**src/rtl/drive_arbiter_pkg.sv**
```systemverilog
// ---------------------------------------------------------------------------
// drive_arbiter_pkg
// Shared definitions for the drive arbiter:
//   - state_t       : FSM state encoding (also driven out on state_out)
//   - MV_*          : legal moving-state command codes
//   - SRC_*         : request source bit positions (lower index = higher priority)
//   - helper functions for command sanitising, owner selection and muxing
// ---------------------------------------------------------------------------
package drive_arbiter_pkg;

   localparam int CNT_W = 11;

   typedef enum logic [1:0] {
      ST_OFF    = 2'b00,
      ST_IDLE   = 2'b01,
      ST_ACTIVE = 2'b10,
      ST_SWITCH = 2'b11
   } state_t;

   localparam logic [3:0] MV_STOP  = 4'b0000;
   localparam logic [3:0] MV_FWD   = 4'b0001;
   localparam logic [3:0] MV_BACK  = 4'b0010;
   localparam logic [3:0] MV_RIGHT = 4'b0100;
   localparam logic [3:0] MV_LEFT  = 4'b1000;

   localparam int SRC_MANUAL = 0;
   localparam int SRC_SEMI   = 1;
   localparam int SRC_AUTO   = 2;
   localparam int NUM_SRC    = 3;

   // Anything outside the five legal codes is treated as a stop request.
   function automatic logic [3:0] sanitize_cmd(input logic [3:0] c);
      case (c)
         MV_STOP, MV_FWD, MV_BACK, MV_RIGHT, MV_LEFT: return c;
         default:                                     return MV_STOP;
      endcase
   endfunction

   // One-hot grant for the highest-priority (lowest-index) active request.
   function automatic logic [NUM_SRC-1:0] pick_owner(input logic [NUM_SRC-1:0] r);
      if (r[SRC_MANUAL])    return 3'b001;
      else if (r[SRC_SEMI]) return 3'b010;
      else if (r[SRC_AUTO]) return 3'b100;
      else                  return 3'b000;
   endfunction

   // Mask of sources that outrank the one-hot owner g (all bits below it).
   function automatic logic [NUM_SRC-1:0] higher_mask(input logic [NUM_SRC-1:0] g);
      return (g - 3'd1) & ~g;
   endfunction

   // Select a source command by one-hot selector; zero selector gives STOP.
   function automatic logic [3:0] cmd_mux(input logic [NUM_SRC-1:0] sel,
                                          input logic [3:0] c0,
                                          input logic [3:0] c1,
                                          input logic [3:0] c2);
      return ({4{sel[SRC_MANUAL]}} & c0) |
             ({4{sel[SRC_SEMI]}}   & c1) |
             ({4{sel[SRC_AUTO]}}   & c2);
   endfunction

endpackage

```
**src/rtl/drive_arbiter_ms_counter.sv**
```systemverilog
// ---------------------------------------------------------------------------
// ms_counter
// 11-bit millisecond tick counter with synchronous clear and a terminal
// match strobe. hit is combinational and fires on the tick that brings the
// count up to limit; the counter wraps to zero on that same edge.
// Ports:
//   clk, rst  : clock, asynchronous active-high reset
//   clear     : synchronous clear (wins over tick)
//   tick      : count enable (one-clk 1 ms strobe, already gated by caller)
//   limit     : terminal value (1..2047)
//   hit       : this tick completes the count
// ---------------------------------------------------------------------------
module ms_counter
   import drive_arbiter_pkg::*;
(
   input  logic             clk,
   input  logic             rst,
   input  logic             clear,
   input  logic             tick,
   input  logic [CNT_W-1:0] limit,
   output logic             hit
);

   logic [CNT_W-1:0] count;
   logic [CNT_W:0]   count_inc;

   // Extra bit so a limit of 2047 cannot alias through wrap-around.
   assign count_inc = {1'b0, count} + 1'b1;
   assign hit       = tick & ~clear & (count_inc == {1'b0, limit});

   // NOTE: sequential state uses non-blocking assignments so every register
   // samples the pre-edge values regardless of block evaluation order.
   always_ff @(posedge clk or posedge rst) begin
      if (rst) begin
         count <= '0;
      end else if (clear || hit) begin
         count <= '0;
      end else if (tick) begin
         count <= count_inc[CNT_W-1:0];
      end
   end

endmodule

```
**src/rtl/drive_arbiter.sv**
```systemverilog
// ---------------------------------------------------------------------------
// drive_arbiter
// Power sequencing and drive-ownership arbiter for three command sources
// (manual > semi-auto > auto). Power comes up after the on button is held for
// BOOT_MS ticks; ownership changes pass through a forced-stop dwell of
// GUARD_MS ticks. All outputs are registered.
//
// Optional feature: define DRIVE_ARB_WATCHDOG_EN to add a watchdog that
// drops an owner whose command stays nonzero and unchanged for 4096 ticks,
// and a wdog flag output held until the next grant.
//
// Ports:
//   clk, rst          : clock, asynchronous active-high reset
//   tick_ms           : one-clk 1 ms strobe
//   pwr_on_btn        : debounced power-on button level
//   pwr_off_btn       : debounced power-off button level
//   req[2:0]          : drive request per source (0 manual, 1 semi, 2 auto)
//   kill[2:0]         : power-kill strobe per source
//   cmd0, cmd1, cmd2  : moving-state command per source
//   power             : drive power enable
//   grant[2:0]        : one-hot current owner (zero outside ACTIVE)
//   motor_cmd[3:0]    : command forwarded to the motor stage
//   state_out[1:0]    : 00 OFF, 01 IDLE, 10 ACTIVE, 11 SWITCH
//   wdog              : (watchdog build only) owner was timed out
// ---------------------------------------------------------------------------
module drive_arbiter
   import drive_arbiter_pkg::*;
#(
   parameter int BOOT_MS  = 1000,
   parameter int GUARD_MS = 200
) (
   input  logic         clk,
   input  logic         rst,
   input  logic         tick_ms,
   input  logic         pwr_on_btn,
   input  logic         pwr_off_btn,
   input  logic [2:0]   req,
   input  logic [2:0]   kill,
   input  logic [3:0]   cmd0,
   input  logic [3:0]   cmd1,
   input  logic [3:0]   cmd2,
   output logic         power,
   output logic [2:0]   grant,
   output logic [3:0]   motor_cmd,
   output logic [1:0]   state_out
`ifdef DRIVE_ARB_WATCHDOG_EN
   ,
   output logic         wdog
`endif
);

   localparam logic [CNT_W-1:0] BOOT_LIM  = CNT_W'(BOOT_MS);
   localparam logic [CNT_W-1:0] GUARD_LIM = CNT_W'(GUARD_MS);

   state_t           state;
   logic [2:0]       new_grant;
   logic [3:0]       new_cmd;
   logic [3:0]       owner_cmd;
   logic             power_kill;
   logic             preempt;
   logic             cnt_tick;
   logic             cnt_clear;
   logic             cnt_hit;
   logic [CNT_W-1:0] cnt_limit;

   assign state_out = state;

   assign new_grant = pick_owner(req);
   assign new_cmd   = sanitize_cmd(cmd_mux(new_grant, cmd0, cmd1, cmd2));
   assign owner_cmd = cmd_mux(grant, cmd0, cmd1, cmd2);

   // Only the owner's kill counts; grant is zero outside ACTIVE, so in IDLE
   // any kill bit is taken instead. SWITCH has no owner to kill.
   assign power_kill = pwr_off_btn
                     | ((state == ST_IDLE) & (|kill))
                     | (|(kill & grant));

   // Owner released its request, or someone of higher priority asked.
   assign preempt = ~(|(req & grant)) | (|(req & higher_mask(grant)));

   // One counter serves both boot (OFF) and guard (SWITCH) timing; it is held
   // clear in IDLE/ACTIVE so each use starts from zero.
   assign cnt_limit = (state == ST_OFF) ? BOOT_LIM : GUARD_LIM;
   assign cnt_tick  = tick_ms & (((state == ST_OFF) & pwr_on_btn & ~pwr_off_btn)
                               | (state == ST_SWITCH));
   assign cnt_clear = ((state == ST_OFF) & (~pwr_on_btn | pwr_off_btn))
                    | (state == ST_IDLE)
                    | (state == ST_ACTIVE)
                    | ((state == ST_SWITCH) & power_kill);

   ms_counter u_ms_counter (
      .clk   (clk),
      .rst   (rst),
      .clear (cnt_clear),
      .tick  (cnt_tick),
      .limit (cnt_limit),
      .hit   (cnt_hit)
   );

`ifdef DRIVE_ARB_WATCHDOG_EN
   logic [11:0] wd_cnt;
   logic [3:0]  wd_prev;
   logic        wd_hold;
   logic        wd_hit;

   // Command is considered stuck only while it stays nonzero and identical.
   assign wd_hold = (state == ST_ACTIVE) & (owner_cmd != MV_STOP)
                  & (owner_cmd == wd_prev);
   assign wd_hit  = wd_hold & tick_ms & (wd_cnt == 12'hFFF);

   always_ff @(posedge clk or posedge rst) begin
      if (rst) begin
         wd_cnt  <= '0;
         wd_prev <= MV_STOP;
      end else begin
         wd_prev <= owner_cmd;
         if (!wd_hold) begin
            wd_cnt <= '0;
         end else if (tick_ms) begin
            wd_cnt <= wd_cnt + 12'd1;
         end
      end
   end
`endif

   always_ff @(posedge clk or posedge rst) begin
      if (rst) begin
         state     <= ST_OFF;
         power     <= 1'b0;
         grant     <= '0;
         motor_cmd <= MV_STOP;
`ifdef DRIVE_ARB_WATCHDOG_EN
         wdog      <= 1'b0;
`endif
      end else if (state != ST_OFF && power_kill) begin
         // Power-off beats preemption, guard completion and new grants.
         state     <= ST_OFF;
         power     <= 1'b0;
         grant     <= '0;
         motor_cmd <= MV_STOP;
      end else begin
         case (state)
            ST_OFF: begin
               power     <= 1'b0;
               grant     <= '0;
               motor_cmd <= MV_STOP;
               if (cnt_hit) begin
                  state <= ST_IDLE;
                  power <= 1'b1;
               end
            end

            ST_IDLE: begin
               if (|req) begin
                  state     <= ST_ACTIVE;
                  grant     <= new_grant;
                  motor_cmd <= new_cmd;
`ifdef DRIVE_ARB_WATCHDOG_EN
                  wdog      <= 1'b0;
`endif
               end
            end

            ST_ACTIVE: begin
               if (preempt) begin
                  state     <= ST_SWITCH;
                  grant     <= '0;
                  motor_cmd <= MV_STOP;
`ifdef DRIVE_ARB_WATCHDOG_EN
               end else if (wd_hit) begin
                  state     <= ST_SWITCH;
                  grant     <= '0;
                  motor_cmd <= MV_STOP;
                  wdog      <= 1'b1;
`endif
               end else begin
                  motor_cmd <= sanitize_cmd(owner_cmd);
               end
            end

            ST_SWITCH: begin
               motor_cmd <= MV_STOP;
               if (cnt_hit) begin
                  state <= ST_IDLE;
               end
            end

            default: begin
               state     <= ST_OFF;
               power     <= 1'b0;
               grant     <= '0;
               motor_cmd <= MV_STOP;
            end
         endcase
      end
   end

endmodule

```
**config.mk**
```make
export PLATFORM = sky130hd
export DESIGN_NAME = drive_arbiter
export DESIGN_NICKNAME = d
export VERILOG_FILES = /design/src/rtl/drive_arbiter_pkg.sv /design/src/rtl/drive_arbiter_ms_counter.sv /design/src/rtl/drive_arbiter.sv
export SDC_FILE = /design/constraint.sdc
export NUM_CORES = 1
export LEC_CHECK = 0
export BUFFER_PORTS_ARGS = -buffer_cell sky130_fd_sc_hd__buf_2
export CAP_MARGIN = 20
export CORE_UTILIZATION = 50
export DETAILED_ROUTE_END_ITERATION = 6
export PLACE_DENSITY = 0.76
export RECOVER_POWER = 25
export SLEW_MARGIN = 20
export SYNTH_ARGS = -nofsm -noshare
export SYNTH_HDL_FRONTEND = slang
export SYNTH_HIERARCHICAL = 1
export SYNTH_SLANG_ARGS = --single-unit
```
**constraint.sdc**
```tcl
create_clock -name clk -period 3.54 [get_ports clk]
set_clock_uncertainty 0.15 [all_clocks]
set_input_delay 0.708 -clock clk [delete_from_list [all_inputs] [get_ports clk]]
set_output_delay 0.708 -clock clk [all_outputs]
set_load 0.05 [all_outputs]
```
== Yosys cells after proc, flatten, opt, wreduce, memory -nomap -nowiden ==
Index checks and enable logic that the tools add are counted.

* Equality and inequality tests: 15
* Multiplexer cells: 24
* Reductions and logical operators: 19
* Add/subtract/negate cells: 2
* Bitwise gates (word level): 35

{| class="wikitable"
|+ Operators with widths
! kind !! count
|-
| $and A4 B4 Y4 || 6
|-
| $mux W11 || 2
|-
| $mux W4 || 5
|-
| $mux W3 || 6
|-
| $or A4 B4 Y4 || 4
|-
| $reduce_or A3 Y1 || 5
|-
| $add A11 B1 Y12 const B || 1
|-
| $and A3 B3 Y3 || 4
|-
| $eq A12 B10 Y1 || 1
|-
| $pmux W4 S3 || 1
|-
| $mux W10 || 1
|-
| $reduce_or A5 Y1 || 2
|-
| $pmux W3 S3 || 1
|-
| $and A1 B1 Y1 || 8
|-
| $eq A4 B1 Y1 const B || 2
|-
| $eq A4 B2 Y1 const B || 2
|-
| $eq A4 B3 Y1 const B || 2
|-
| $eq A4 B4 Y1 const B || 2
|-
| $logic_not A4 Y1 || 2
|-
| $mux W2 || 4
|-
| $or A1 B1 Y1 || 8
|-
| $ne A3 B1 Y1 const B || 2
|-
| $pmux W2 S3 || 1
|-
| $reduce_and A3 Y1 || 2
|-
| other kinds (13) || 21
|}

* Register bits: 21

== Logic depth before layout (Yosys ltp) ==
* Depth in word-level cells: 12
* Mapped depth: 15
* Mapped depth without buffers: 14

== Hierarchy ==
Netlist, hierarchy kept.

{| class="wikitable"
|+ By module, submodules not included
! module !! seq. area each (um^2) !! area each (um^2) !! cells each !! instances
|-
| ms_counter || 275.3 || 969.7 || 107 || 1
|-
| drive_arbiter || 250.2 || 913.4 || 108 || 1
|}

== Worst setup path before layout ==
Ideal clock, no wire load.

* Kind: register to register
* Start: register state[0], in the netlist state_out[0]
* End: register state[0], in the netlist state_out[0]
* Path buffers: 2
* Required time: 3254 ps
* Path slack: 244 ps
* Arrival: 3010 ps
* Stages on the path, launching flop included: 16
* Setup time: 136 ps
* Period minus slack after synthesis: 3296 ps
* Cells stage by stage: dfrtp_1 inv_1 ha_1 inv_1 nor2_1 o21a_1 clkbuf_1 nand2b_1 a2111oi_2 o211a_1 nor4b_4 buf_6 and2_1 o21ai_1 a21oi_1 o32ai_1

{| class="wikitable"
|+ RTL lines
! element !! line !! text
|-
| from (decl) || drive_arbiter.sv:55 || <nowiki>state_t state;</nowiki>
|-
| from (signal assigned) || drive_arbiter.sv:128 || <nowiki>state <= ST_OFF;</nowiki>
|-
| from (signal assigned) || drive_arbiter.sv:137 || <nowiki>state <= ST_OFF;</nowiki>
|-
| from (signal assigned) || drive_arbiter.sv:148 || <nowiki>state <= ST_IDLE;</nowiki>
|-
| $logic_not A2 Y1 || drive_arbiter.sv:83 || <nowiki>assign cnt_limit = (state == ST_OFF) ? BOOT_LIM : GUARD_LIM;</nowiki>
|-
| $mux W10 || drive_arbiter.sv:83 ||
|-
| net cnt_limit[5] || drive_arbiter.sv:64 || <nowiki>logic [CNT_W-1:0] cnt_limit;</nowiki>
|-
| $eq A12 B10 Y1 || drive_arbiter_ms_counter.sv:29 || <nowiki>assign hit = tick & ~clear & (count_inc == {1'b0, limit});</nowiki>
|-
| $and A1 B1 Y1 || drive_arbiter_ms_counter.sv:29 ||
|-
| net cnt_hit || drive_arbiter.sv:63 || <nowiki>logic cnt_hit;</nowiki>
|-
| $ne A3 B1 Y1 (no source line) || - ||
|-
| $reduce_and A3 Y1 (no source line) || - ||
|}

The timed path passes the listed nets, and every way through them passes these cells.
A chain may end at the register's enable or synchronous reset.

== Worst setup path after layout ==
* Start: register state[1], in the netlist state_out[1]
* End: register state[0], in the netlist state_out[0]

Same word-level chain as after synthesis.

==> impl_metrics.yaml <==
worst_setup_path:
  crit_family: "compound AO/OA/AOI/OAI gates"
  path_cells: "inv_1 > ha_1 > xor2_1 > xnor2_1 > a2bb2oi_1 > a2111oi_4 > and2_1 > o21ai_1 > a21oi_1 > o32ai_1"
  end_kind: "register"
  crit_type: "register to register"
  cp_max_fo: 12
  worst_ep_arrival_time_ns: 3.06
  required_ns: 3.53
  crit_buf_inv: 1
  slowest_stage: "a2111oi_4"
  critPathLaunchType: "register"
  crit_path_max_incr_delay_ns: 0.60
cells_and_area:
  fill_cells: 339
  final_cell_mix: "32 x buf_2, 21 x nand2_1, 21 x dfrtp_1"
  antenna_cells_inserted: 0
  seq_area_um2: 526
  fin_cells: 299
  multi_input_area_um2: 1270
  synthToLayoutAreaGrowth_pct: 13.1
  final_common_cell: "buf_2"
  drive_above_1_share: 0.194
  stdcell_area_um2: 2130
  final_nets: 282
drt:
  vias: 1756
  viasPerCell: 5.87
  wl_um: 4320
  ant_nets: 0
  avgRoutedWirePerCell_um: 14.5
  dr.pass1.iters: 5
  drc: 0
  drt-initial-drc-count: 125
sta:
  worst_pin_slew_ns: 0.752
  finalCritPeriodShare: 0.868
  slew_headroom: 0.498
  min_period_ns: 3.07
  layout_setup_ws_ns: 0.468
  slew_violations: 0
  tns_ns: 0
  setup_viol_count_final: 0
  rsz0062_at_grt: "no"
  fmax_ghz: 0.326
  hold_violations: 0
clock_tree:
  cts_max_path_buffers: 2
  cts_root_buffer: "clkbuf_8"
  cts_resized: 0
  cts_sinks: 21
  clk_pin_slew_ns: 0.08
  hold_buffers: 0
  htreeDepth: 1
  cts_buffers: 3
  insertion_delay_ns: 0.26
  cts_setup_buffers: 0
  cts_tree: "built"
synth:
  synth.distinct_cells: 59
  syn_area_per_cell_um2: 8.76
  ys_ff_latch: 21
  synth_edf_count: 0
  synth-main-ff-cell: "dfrtp_1"
  yosys_warnings: 6
  ys_seq_area_frac: 0.279
  mappedNetlistArea_um2: 1880
  synthCells: 215
  async_reset_ff_frac: 1.00
status:
  status: "finished, final reports clean"
global_routing:
  grt_max_degree: 14
  met1_usage: 0.348
  top_usage_layer: "met2"
  grt_pass1_vias: 1551
  grt_pass1_wl_um: 7360
  overflow: 0
  use_met3: 0.0272
  grtUsageMet2: 0.366
  track_usage: 0.237
  grt_antenna_before_repair: 0
power:
  p_sw_mw: 0.513
  clkPwrFrac: 0.147
  leakage_nw: 0.929
  pwr_density_cell_nw_per_um2: 508
  comb_power_share: 0.565
  power_frac_seq: 0.288
  ir_drop_v: 0.000287
  switching_share: 0.474
  p_int_mw: 0.569
die:
  io_pins: 33
  die_h_um: 63.4
  core-area_um2: 3470
  rows: 21
  dieArea_um2: 4020
  start_util: 0.543
  die_x_um: 63.4
placement:
  placedCellCount: 295
  gp_congestion: 0.872
  place_ws_ns: 0.430
  io_buffers: 32
  hpwlAfterDp_um: 3300
  placed_area_um2: 2080
job:
  drv_cap: 0
worst_hold_path:
  hold_path_class: "input port to async pin"
==> path summary, 6_finish.rpt <==
path / from / slack, ns / depth (start not counted) / end
setup / recovery: state_out[1] / 0.47 / 10 / state_out[0]
hold / removal: rst / 0.28 / 2 / power
setup reg to reg: state_out[1] / 0.47 / 10 / state_out[0]
hold reg to reg: motor_cmd[1] / 0.34 / 2 / motor_cmd[1]
max in group asynchronous: rst / 2.64 / 2 / u_ms_counter/count[8]
min in group clk: motor_cmd[1] / 0.34 / 2 / motor_cmd[1]
==> state kept, by name (all words and copies together), names as in the netlist <==
register	cells
u_ms_counter/count	11
grant	3
motor_cmd	4
power	1
state_out	2
==> cell families (layout without fill, tap and decap cells) <==
group | after synthesis | count (layout) | share of synthesized area
mux | 1 | 1 | 0.00532
other cells | 2 | 14 | 0.00399
buf+inv | 25 | 51 | 0.0684
simple gates | 70 | 70 | 0.225
flops | 21 | 21 | 0.279
fa+ha+maj | 5 | 5 | 0.0332
compound gates | 70 | 70 | 0.288
xor+xnor | 21 | 21 | 0.0977
==> Yosys cell counts, drive strengths merged, types with 3 or more instances <==
library cell / count / area share
dfrtp: 21 / 0.28
nand2: 21 / 0.042
a21oi: 15 / 0.040
a211oi: 12 / 0.048
inv: 12 / 0.024
xor2: 12 / 0.056
buf: 11 / 0.041
o21ai: 11 / 0.031
xnor2: 9 / 0.042
nand3: 8 / 0.021
nor2: 7 / 0.014
ha: 5 / 0.033
nor4: 5 / 0.025
a2bb2oi: 4 / 0.019
nand3b: 4 / 0.016
o31ai: 4 / 0.016
a2111oi: 3 / 0.028
a222oi: 3 / 0.016
a31oi: 3 / 0.010
and3: 3 / 0.010
nor2b: 3 / 0.010
==> area by class of cell <==
type,count,share of cell area
inverter,12,0.0212
sequential,21,0.247
timing repair buffer,35,0.0858
clock buffer,4,0.0212
multi-input combinational,181,0.598
tap,46,0.0270
==> per-layer routing <==
metal / wire length, um / share of wire / vias up
met2: 1930 / 0.45 / 53
met1: 2120 / 0.49 / 825
met3: 236 / 0.055 / 4
met4: 27 / 0.0062 / 0
li1: - / - / 874
met5: 0 / 0 / -
==> per-stage QoR <==
step | power (mW) | util | hold WS, ns
floorplan | 0.781 | - | 0.398
global placement | 0.914 | 0.601 | 0.337
detailed placement | 0.925 | 0.601 | 0.321
CTS | 1.09 | 0.614 | 0.294
global route | 1.17 | 0.614 | 0.313
finish | 1.08 | 0.614 | 0.277
==> power groups by stage <==
stage / combinational, mW / clock, mW / sequential (mW)
after floorplan: 0.404 / 0 / 0.377
after global placement: 0.600 / 0 / 0.314
after detailed placement: 0.610 / 0 / 0.315
after CTS: 0.613 / 0.163 / 0.310
after global routing: 0.671 / 0.176 / 0.318
final: 0.611 / 0.159 / 0.311
Power figures use the tool's default switching activity.
